`config.mk`:
```
export PLATFORM = sky130hd
export DESIGN_NAME = rr_arbiter_4_2
export DESIGN_NICKNAME = d
export VERILOG_FILES = /design/src/rtl/rr_arbiter_4_2.sv
export SDC_FILE = /design/constraint.sdc
export NUM_CORES = 1
export LEC_CHECK = 0
export BUFFER_PORTS_ARGS = -buffer_cell sky130_fd_sc_hd__buf_4
export CORE_UTILIZATION = 27
export CTS_BUF_LIST = sky130_fd_sc_hd__clkbuf_8
export CTS_CLUSTER_DIAMETER = 60
export DETAILED_ROUTE_END_ITERATION = 8
export GPL_TIMING_DRIVEN = 0
export PLACE_DENSITY = 0.5
export SETUP_SLACK_MARGIN = 0.5
export SLEW_MARGIN = 15
export SYNTH_ARGS = -nofsm -noshare
export SYNTH_HDL_FRONTEND = slang
export SYNTH_SLANG_ARGS = --single-unit
export TNS_END_PERCENT = 50
```
`constraint.sdc`:
```
create_clock -name clk -period 2.6 [get_ports clk]
set_clock_uncertainty 0.1 [all_clocks]
set_input_delay 0 -clock clk [delete_from_list [all_inputs] [get_ports clk]]
set_output_delay 0 -clock clk [all_outputs]
set_load 0.02 [all_outputs]
```
`src/rtl/rr_arbiter_4_2.sv`:
```
// rr_arbiter_4_2: four-way round-robin arbiter with grant locking and bounded hold time
module rr_arbiter_4_2 #(
    parameter int MAX_HOLD = 8,
    parameter int CNT_W    = 4
) (
    input  logic       clk,
    input  logic       rst_n,
    input  logic [3:0] req,
    output logic [3:0] gnt,
    output logic [1:0] gnt_idx,
    output logic       gnt_valid
);
    typedef enum logic {IDLE, GRANT} state_t;

    localparam bit              LIM_EN = MAX_HOLD != 0;
    localparam int              LIM_I  = LIM_EN ? MAX_HOLD - 1 : 0;
    localparam logic [CNT_W-1:0] LIM   = CNT_W'(LIM_I);

    state_t             state, state_nx;
    logic [1:0]         idx_nx, last, last_nx;
    logic [CNT_W-1:0]   cnt, cnt_nx;
    logic [3:0]         others;
    logic [2:0]         win_all, win_oth;

    // Returns {found, index} of the first set bit searching base+1, base+2, base+3, base (mod 4).
    function automatic logic [2:0] pick(input logic [3:0] r, input logic [1:0] base);
        logic [1:0] c;
        pick = 3'b000;
        for (int i = 4; i >= 1; i--) begin
            c = base + i[1:0];
            if (r[c]) pick = {1'b1, c};
        end
    endfunction

    assign others  = req & ~(4'b0001 << gnt_idx);
    assign win_all = pick(req, last);
    assign win_oth = pick(others, last);

    // Next-state: arbitration from idle, hand-over on release, pre-emption on hold timeout.
    always_comb begin
        state_nx = state;
        idx_nx   = gnt_idx;
        last_nx  = last;
        cnt_nx   = cnt;
        if (state == IDLE) begin
            if (win_all[2]) begin
                state_nx = GRANT;
                idx_nx   = win_all[1:0];
                last_nx  = win_all[1:0];
                cnt_nx   = '0;
            end
        end else if (!req[gnt_idx]) begin
            cnt_nx = '0;
            if (win_oth[2]) begin
                idx_nx  = win_oth[1:0];
                last_nx = win_oth[1:0];
            end else begin
                state_nx = IDLE;
                idx_nx   = 2'd0;
            end
        end else if (!win_oth[2]) begin
            cnt_nx = '0;
        end else if (LIM_EN && cnt == LIM) begin
            idx_nx  = win_oth[1:0];
            last_nx = win_oth[1:0];
            cnt_nx  = '0;
        end else begin
            cnt_nx = (cnt == '1) ? cnt : cnt + 1'b1;
        end
    end

    // State and registered outputs; last resets to 3 so req[0] wins the first arbitration.
    always_ff @(posedge clk) begin
        if (!rst_n) begin
            state     <= IDLE;
            gnt_idx   <= 2'd0;
            gnt       <= 4'b0000;
            gnt_valid <= 1'b0;
            last      <= 2'd3;
            cnt       <= '0;
        end else begin
            state     <= state_nx;
            gnt_idx   <= idx_nx;
            gnt       <= (state_nx == GRANT) ? (4'b0001 << idx_nx) : 4'b0000;
            gnt_valid <= state_nx == GRANT;
            last      <= last_nx;
            cnt       <= cnt_nx;
        end
    end
endmodule

```
==> run metrics, run 1 <==
core occupancy in the finished layout 35.6%; worst endpoint data arrival time between 2 and 2.5 ns; HPWL after detailed placement about 1800 um; fill cell total of the finished layout 380; global-route wire length before repair just over 4000 um; number of different library cells in the post-synthesis netlist 52; layout cell share with drive strength beyond 1 29.9%; proportion of synthesized flip-flops having asynchronous set or reset 0%; multiplexer share of the synthesized area 4.70%; setup repair after global routing missed its margin yes; Max FO, Critical Path 5; maximum clock insertion buffer count 2; number of ports placed on the die boundary 13; mean instance size in the synthesized netlist roughly 8.4 um2; final-layout setup total negative slack 0 ns; starting density of the core between 20% and 30%; Die ar. 4000 um2; netlist area before placement roughly 1000 um2; number of nets at the end of the flow approximately 150; maximum number of pins on one net before global-route repair 11; xor/xnor cell area share of the yosys netlist 0%; Worst-Margin Slew between 0.4 and 0.5 ns; detailed-routing iteration count for the pre-antenna-repair pass 5; Power Density roughly 560 nW/um2; post-synthesis simple-gate area fraction between 20% and 30%; result of the run completed; share of the synthesized area in compound gates (AO/OA/AOI/OAI) ~30%; Worst IR Drop VDD around 0.33 mV; switching share of total power 34.4%; number of register bits inferred by synthesis 13; reported max-cap violation count 0; Final Non-Filler Cells between 150 and 200; category of the most critical setup path register to register; number of standard cells after synthesis 120; minimum clock period after layout between 2 and 2.5 ns; portion of the post-synthesis area used by sequential elements about a quarter; routed wire length per instance ~13 um; total number of vias roughly 960; CTS tree built; internal power of the cells 0.450 mW; Layout Area Growth over Synthesis 22.0%; area share of the largest cell type after synthesis 25.7%; clock latency on the worst-skew pair between 0.2 and 0.25 ns; Final Instance Area 1230 um2; required arrival time at the worst endpoint roughly 2.7 ns; net load switching power roughly 0.24 mW; number of synthesis warnings 0; placeable core region 3470 um2; initial detailed-routing violation count 39; die width 63.2 um; critical path capture point type register; Placed Cells incl. Taps approximately 180; syn nets 127; Num CTS Buffers 3; overall track demand over capacity in global routing 12.8%; fin crit share 77.4%; vias in the first global route slightly below 900; library cell with the highest instance count after synthesis dfxtp_1; number of enable-type register cells in the synthesized netlist 0; Inserted Diodes 0; row count 21; worst hold-check path type input port to register; combinational family with the most area after synthesis compound AO/OA/AOI/OAI gates; largest cells by area after synthesis dfxtp_1 (26%), buf_6 (4.4%), nor2_1 (4.4%), nand2_1 (4.1%), a21oi_1 (4.0%); relative slew slack around two thirds; register share of total power about a third; root buf cell clkbuf_8; Final Wtd Congestion a little over 0.8; type of origin of the critical path register; portion of total power attributed to the clock network between 20% and 30%; count of buffers inserted at the top-level ports 11; total DRC errors in the routed layout 0; largest area contributor in the synthesized netlist dfxtp_1; sum of routed wire length over all layers 2470 um; number of endpoints with negative hold slack in the final report 0; Vias/cell between 5 and 6; H-tree lvl count 1; proportion of power drawn by combinational gates 40.8%; CTS clock-pin slew for the worst setup and hold paths ~0.05 ns; antenna-violating nets left 0; commonest cells in the netlist dfxtp_1 (13), nor2_1 (12), nand2_1 (11); overall overflow remaining after global route 0; endpoints failing setup 0; initial antenna violation count 0; count of clock tree sinks 13; Synth Area in Adders 2.22%; Max Slew Vio Count 0; Static Leak roughly 0.5 nW; most common flop cell mapped by yosys dfxtp_1; Fmax achieved slightly below 500 MHz; die height between 60 and 70 um; placed cell areas around 1200 um2
layout make-up:
| cell class | count | area, um2 | share of cell area, % |
|---|---|---|---|
| multi-input combinational | 93 | 681 | 55.1 |
| sequential | 13 | 262 | 21.2 |
| timing repair buffer | 13 | 100 | 8.11 |
| buffer | 8 | 67.6 | 5.47 |
| tap | 46 | 57.6 | 4.66 |
| clock buffer | 3 | 41.3 | 3.34 |
| inverter | 6 | 22.5 | 1.82 |
| clock inverter | 1 | 3.75 | 0.304 |
logic make-up (layout without fill, tap and decap cells):
| group | after synthesis | count (layout) |
|---|---|---|
| adder cells (fa/ha/maj) | 2 | 2 |
| AND/OR/NAND/NOR | 52 | 52 |
| multiplexers | 3 | 3 |
| buffers and inverters | 14 | 31 |
| flip-flops | 13 | 13 |
| AO/OA/AOI/OAI | 36 | 36 |
critical path, stage by stage, from the launching register on:
cell and delay (ns):
dfxtp_1 0.38, ha_1 0.25, and3b_1 0.24, o31ai_2 0.10
o21ai_1 0.18, o311ai_2 0.18, a31oi_4 0.28, nor4b_2 0.22
cells in the final DEF (no fill, tap or decap), drive strengths merged, types with 3 or more instances in the layout:
master | Yosys | final
clkbuf | 0 | 3
nor2 | 12 | 12
nor2b | 3 | 3
nand2 | 12 | 12
nand2b | 5 | 5
buf | 8 | 20
inv | 6 | 7
a21oi | 9 | 9
o221ai | 3 | 3
nor3 | 4 | 4
nand4 | 3 | 3
dfxtp | 13 | 13
o21ai | 6 | 6
power by group through the flow:
stage | Clock (mW) | Sequential, mW | Combinational, mW
2_1_floorplan | 0 | 0.252 | 0.181
3_3_place_gp | 0 | 0.239 | 0.258
3_5_place_dp | 0 | 0.240 | 0.260
4_1_cts | 0.178 | 0.236 | 0.263
5_1_grt | 0.186 | 0.239 | 0.304
6_report | 0.171 | 0.236 | 0.280
metal layers:
metal	GRT usage, %	up-vias	share of wire (%)
li1	-	479	-
met1	18.1	462	48
met3	2.36	2	4.0
met5	0	-	0
met4	2.84	0	0.57
met2	20.0	21	47
registers in the layout, indices dropped and copies added (netlist names):
register / flops
cnt: 4
last: 2
gnt_idx: 2
gnt: 4
state: 1
stage by stage:
step	setup WS (ns)	hold WS [ns]	power, mW
after floorplan	0.631	-0.0216	0.433
after global routing	0.482	0.142	0.729
after detailed placement	0.530	0.130	0.499
final	0.587	0.132	0.687
after global placement	0.577	0.127	0.497
after CTS	0.508	0.126	0.676
path summary, 6_finish.rpt:
| check | start | to | slack (ns) | cells past startpoint |
|---|---|---|---|---|
| worst min register to register | cnt[1] | cnt[1] | 0.43 | 2 |
| worst max register to register | cnt[0] | gnt[3] | 0.59 | 7 |
| worst min-delay path | req[2] | last[0] | 0.13 | 3 |
| worst max-delay path | cnt[0] | gnt[3] | 0.59 | 7 |
timing repair:
action                                  4_1_cts  5_1_grt
gates resized for setup                       0        5
hold buffers                                  1        0
buffers inserted                              0        1
hold endpoints to repair                      4        0
endpoints found under the setup margin        0        5
No activity file was read; power rests on OpenSTA's default activity.
==> run 2, diff against run 1 <==
==> constraint.sdc (replaced) <==
create_clock -name clk -period 2.02 [get_ports clk]
set_clock_uncertainty 0.1 [all_clocks]
set_input_delay 0 -clock clk [delete_from_list [all_inputs] [get_ports clk]]
set_output_delay 0 -clock clk [all_outputs]
set_load 0.02 [all_outputs]
==> run metrics, run 2 (synthesis results as in run 1) <==
antenna-violating nets left 0 (unchanged); origin of the worst setup path gnt_idx[0]; die width 63.2 um (unchanged); category of the most critical setup path register to register; starting density of the core 29.2% (unchanged); global-route wire length before repair 4200 um (+2.2%); commonest non-fill, non-tap cells in the layout buf_4 (21), nor2_1 (12), nand2_1 (11); Static Leak 0.555 nW (+11%); type of origin of the critical path register; routed wire length per instance 13.3 um (-1.5%); Fmax achieved 529 MHz (+6.5%); minimum clock period after layout 1.89 ns (-0.122 ns); number of endpoints with negative hold slack in the final report 0 (unchanged); detailed-routing iteration count for the pre-antenna-repair pass 4 (-1); reported max-cap violation count 0 (unchanged); maximum clock insertion buffer count 2 (unchanged); die height 63.2 um (unchanged); vias in the first global route 897 (+2.9%); layout cell share with drive strength beyond 1 41.5% (+12 points); r2r startpoint gnt_idx[0]; number of nets at the end of the flow 155 (+6.9%); endpoints failing setup 0 (unchanged); HPWL after detailed placement 1760 um (-2.8%); placed cell areas 1160 um2 (+0.43%); leading registers by flop count cnt: 4 flops, gnt: 4 flops; placeable core region 3470 um2 (unchanged); final-layout setup total negative slack 0 ns (unchanged); sum of routed wire length over all layers 2560 um (+3.9%); Max Slew Vio Count 0 (unchanged); hold path startpoint req[2]; setup repair after global routing missed its margin yes; CTS tree built; slack of the worst reg-to-reg path 0.13 ns (-0.46 ns); worst hold-check path type input port to register; Num CTS Buffers 3 (unchanged); total number of vias 1003 (+4.0%); crit path setup slack, layout 0.129 ns (-0.458 ns); Worst-Margin Slew 0.577 ns (+0.0801 ns); Die ar. 4000 um2 (unchanged); Layout Area Growth over Synthesis 36.5%; initial detailed-routing violation count 17 (-56%); count of clock tree sinks 13 (unchanged); number of ports placed on the die boundary 13 (unchanged); pre-CTS setup slack 0.0573 ns (-0.473 ns); initial antenna violation count 0 (unchanged); row count 21 (unchanged); H-tree lvl count 1 (unchanged); Worst IR Drop VDD 0.506 mV (+52%); Final Instance Area 1380 um2 (+12%); CTS clock-pin slew for the worst setup and hold paths 0.06 ns (about the same); result of the run completed; Final Non-Filler Cells 193 (+5.5%); overall overflow remaining after global route 0 (unchanged); commonest non-fill, non-tap cell in the layout buf_4; fin crit share 93.6% (+16 points); Placed Cells incl. Taps 177 (unchanged); clock latency on the worst-skew pair 0.24 ns (about the same); overall track demand over capacity in global routing 13.2% (+0.45 points); total DRC errors in the routed layout 0 (unchanged); root buf cell clkbuf_8; count of buffers inserted at the top-level ports 11 (unchanged); Vias/cell 5.20 (-1.3%); required arrival time at the worst endpoint 2.04 ns (-0.61 ns); critical path capture point type register; worst endpoint data arrival time 1.92 ns (-0.14 ns); maximum number of pins on one net before global-route repair 11 (unchanged); Max FO, Critical Path 5 (unchanged); Final Wtd Congestion 0.817 (-0.15%); Inserted Diodes 0 (unchanged); relative slew slack 61.2% (-5.6 points); Power Density 702 nW/um2 (+26%)
==> run 2: cell count changes in the layout (fill, tap and decap cells not counted), sizes merged <==
cell	previous run	this run
buf	20	30
clkinv	0	1
inv	7	6
==> run 2: metal layers <==
layer / vias up / track usage, % / share of wire, %
met5: - / 0 / 0
met4: 0 / 0.852 / 0.55
met3: 2 / 3.80 / 3.6
met2: 29 / 21.8 / 49
met1: 476 / 17.8 / 47
li1: 496 / - / -
==> run 2: path summary, 6_finish.rpt <==
check / to / cells after the start
hold / removal: last[0] / 3
hold reg to reg: cnt[1] / 2
setup / recovery: gnt_idx[0] / 8
setup reg to reg: gnt_idx[0] / 8
==> run 2: layout make-up <==
| cell class | instances | area (um2) |
|---|---|---|
| fill | 360 | 2090 |
| tap | 46 | 57.6 |
| inverter | 6 | 22.5 |
| buffer | 8 | 71.3 |
| timing repair buffer | 23 | 173 |
| sequential | 13 | 268 |
| clock buffer | 3 | 41.3 |
| clock inverter | 1 | 5.00 |
| multi-input combinational | 93 | 743 |
==> run 2: timing repair <==
item	4_1_cts	5_1_grt
setup endpoints to repair	12	12
endpoints found under the hold margin	5	0
hold buffers	1	0
pin swaps	3	5
buffers inserted	6	4
gates cloned	1	0
resized for setup	8	11
==> run 2: stage by stage <==
stage | utilization (%) | power [mW] | hold WS [ns]
after global routing | 39.8 | 1.03 | 0.134
after detailed placement | 33.4 | 0.641 | 0.129
final | 39.8 | 0.969 | 0.134
after global placement | 33.4 | 0.640 | 0.126
after CTS | 37.1 | 0.921 | 0.128
after floorplan | - | 0.559 | -0.0216
==> run 2: worst max-delay path, stage by stage, from the launching register on <==
cell and delay [ns]:
dfxtp_4 0.37, buf_6 0.11, mux2_4 0.32, o22ai_4 0.17, o21a_4 0.19, a21oi_4 0.06, o221ai_4 0.26, buf_4 0.16
nor2_1 0.03
==> run 2: power by group <==
group	leakage (nW)	internal (mW)	switching, mW	total (mW)
Sequential	0.109	0.284	0.0225	0.307
Combinational	0.420	0.212	0.217	0.429
Clock	0.0255	0.136	0.0975	0.234
==> run 3, diff against run 2 <==
--- a/config.mk
+++ b/config.mk
@@ -6,13 +6,13 @@
 export NUM_CORES = 1
 export LEC_CHECK = 0
 export BUFFER_PORTS_ARGS = -buffer_cell sky130_fd_sc_hd__buf_4
-export CORE_UTILIZATION = 27
+export CORE_UTILIZATION = 40
 export CTS_BUF_LIST = sky130_fd_sc_hd__clkbuf_8
 export CTS_CLUSTER_DIAMETER = 60
 export DETAILED_ROUTE_END_ITERATION = 8
 export GPL_TIMING_DRIVEN = 0
-export PLACE_DENSITY = 0.5
-export SETUP_SLACK_MARGIN = 0.5
+export PLACE_DENSITY = 0.66
+export SETUP_SLACK_MARGIN = 0.02
 export SLEW_MARGIN = 15
 export SYNTH_ARGS = -nofsm -noshare
 export SYNTH_HDL_FRONTEND = slang
==> run metrics, run 3 (synthesis results as in run 1) <==
result of the run completed; fin crit share 97.1% (+3.5 points); Layout Area Growth over Synthesis 27.2%; critical path capture point type register; commonest non-fill, non-tap cells in the layout buf_4 (17), nor2_1 (12), dfxtp_1 (12); routed wire length per instance 15.0 um (+13%); die height 52.3 um (-17%); Static Leak 0.523 nW (-5.7%); Max Slew Vio Count 0 (unchanged); number of nets at the end of the flow 149 (-3.9%); smallest hold slack 0.143 ns (+0.00898 ns); endpoints failing setup 0 (unchanged); row count 17 (-19%); Fmax achieved 510 MHz (-3.6%); met1 GRT Util 28.3% (+11 points); worst endpoint data arrival time 1.99 ns (+0.07 ns); global-route track usage on met2 32.5% (+11 points); dominant delay contributor by cell family on the critical path compound AO/OA/AOI/OAI gates; setup repair after global routing missed its margin yes; GR met3 Demand/Resource 3.48% (-0.33 points); Placed Cells incl. Taps 159 (-10%); Inserted Diodes 0 (unchanged); commonest non-fill, non-tap cell in the layout buf_4; die width 52.3 um (-17%); overall track demand over capacity in global routing 20.9% (+7.6 points); relative slew slack 62.8% (+1.6 points); initial detailed-routing violation count 53 (+36); r2r startpoint gnt_idx[0]; maximum number of pins on one net before global-route repair 11 (unchanged); fill cell total of the finished layout 224 (-38%); overall overflow remaining after global route 0 (unchanged); Worst IR Drop VDD 0.553 mV (+9.3%); leading registers by flop count cnt: 4 flops, gnt: 4 flops; count of buffers inserted at the top-level ports 11 (unchanged); starting density of the core 44.1% (+15 points); category of the most critical setup path register to register; CTS clock-pin slew for the worst setup and hold paths 0.05 ns (about the same); Final Wtd Congestion 0.834 (+2.1%); H-tree lvl count 1 (unchanged); number of logic stages on the critical path including buffering 8 (unchanged); layout cell share with drive strength beyond 1 34.8% (-6.7 points); root buf cell clkbuf_8; CTS tree built; number of endpoints with negative hold slack in the final report 0 (unchanged); detailed-routing iteration count for the pre-antenna-repair pass 4 (unchanged); vias in the first global route 897 (unchanged); Die ar. 2740 um2 (-32%); ordered list of cells on the worst path buf_8 > mux2_4 > o22ai_4 > o21a_4 > a21oi_2 > o221ai_4 > buf_4 > nor3_1; total DRC errors in the routed layout 0 (unchanged); count of clock tree sinks 13 (unchanged); Max FO, Critical Path 10 (+5); busiest layer in global routing met2; pre-CTS setup slack -0.0571 ns (-0.114 ns); Power Density 716 nW/um2 (+2.0%); largest stage delay on the critical path 0.38 ns (about the same); crit path setup slack, layout 0.0582 ns (-0.0707 ns); reported max-cap violation count 0 (unchanged); placeable core region 2300 um2 (-34%); slack of the worst reg-to-reg path 0.06 ns (-0.07 ns); core occupancy in the finished layout 56.0% (+16 points); number of ports placed on the die boundary 13 (unchanged); Hold Path Stages 3 (unchanged); maximum clock insertion buffer count 2 (unchanged); hold path startpoint req[2]; worst hold-check path type input port to register; Final Non-Filler Cells 169 (-12%); sum of routed wire length over all layers 2530 um (-1.3%); HPWL after detailed placement 1760 um (-0.18%); worst reg-to-reg path cell count 8 (unchanged); initial antenna violation count 0 (unchanged); type of origin of the critical path register; Worst-Margin Slew 0.553 ns (-0.0235 ns); global-route wire length before repair 4240 um (+0.81%); clock latency on the worst-skew pair 0.24 ns (about the same); Slowest cell on crit path dfxtp_4; destination of the worst hold path last[0]; minimum clock period after layout 1.96 ns (+0.0707 ns); Num CTS Buffers 3 (unchanged); total number of vias 997 (-0.60%); Vias/cell 5.90 (+14%); endpoint of the most critical register-to-register path gnt[1]; total buffers and inverters traversed by the critical path 2 (unchanged); antenna-violating nets left 0 (unchanged); required arrival time at the worst endpoint 2.05 ns (about the same)
[run 3: changes by cell type in the layout (fill, tap and decap cells not counted), sizes merged]
cell and delta:
clkinv -1, inv +1, buf -6
[run 3: metrics by stage]
stage / TNS, ns / instance area [um2] / total power, mW
final: 0 / 1290 / 0.922
after global routing: -0.0441 / 1290 / 0.984
after floorplan: 0 / 1010 / 0.557
after CTS: 0 / 1200 / 0.874
after global placement: -0.00121 / 1130 / 0.633
after detailed placement: -0.0760 / 1130 / 0.639
[run 3: how the worst max path moves through the flow]
stage	from	to	slack, ns
floorplan	gnt_idx[0]	gnt[3]	0.05
global placement	gnt_idx[0]	gnt[3]	-0.001
detailed placement	gnt_idx[0]	gnt[3]	-0.06
CTS	gnt_idx[0]	gnt[1]	0.002
global route	cnt[1]	gnt[3]	-0.02
finish	gnt_idx[0]	gnt[1]	0.06
[run 3: power by group]
part	total (mW)	switching [mW]	internal (mW)
logic	0.397	0.209	0.188
registers	0.305	0.0215	0.284
clock network	0.219	0.0856	0.134
[run 3: area by class of cell]
| cell class | count | area [um2] | area share, % |
|---|---|---|---|
| multi-input combinational | 93 | 719 | 55.9 |
| sequential | 13 | 264 | 20.5 |
| timing repair buffer | 17 | 130 | 10.1 |
| buffer | 8 | 71.3 | 5.54 |
| clock buffer | 3 | 41.3 | 3.21 |
| tap | 28 | 35.0 | 2.72 |
| inverter | 6 | 22.5 | 1.75 |
| clock inverter | 1 | 3.75 | 0.292 |
[run 3: metal layers]
metal	vias to the layer above	wire length [um]	share of wire, %
met5	-	0	0
met3	0	123	4.9
met2	40	1200	47
met1	472	1210	48
met4	0	0	0
li1	485	-	-
[run 3: worst reg2reg max path: stages (launching register included)]
cell      delay (ns)
dfxtp_4         0.38
buf_8           0.14
mux2_4          0.34
o22ai_4         0.17
o21a_4          0.18
a21oi_2         0.08
o221ai_4        0.28
buf_4           0.17
nor3_1          0.03
[run 3: timing repair]
item,4_1_cts,5_1_grt
pin swaps,1,6
endpoints found under the hold margin,6,0
setup buffers,1,4
setup endpoints to repair,4,9
gates resized for setup,3,11
hold buffers,1,0
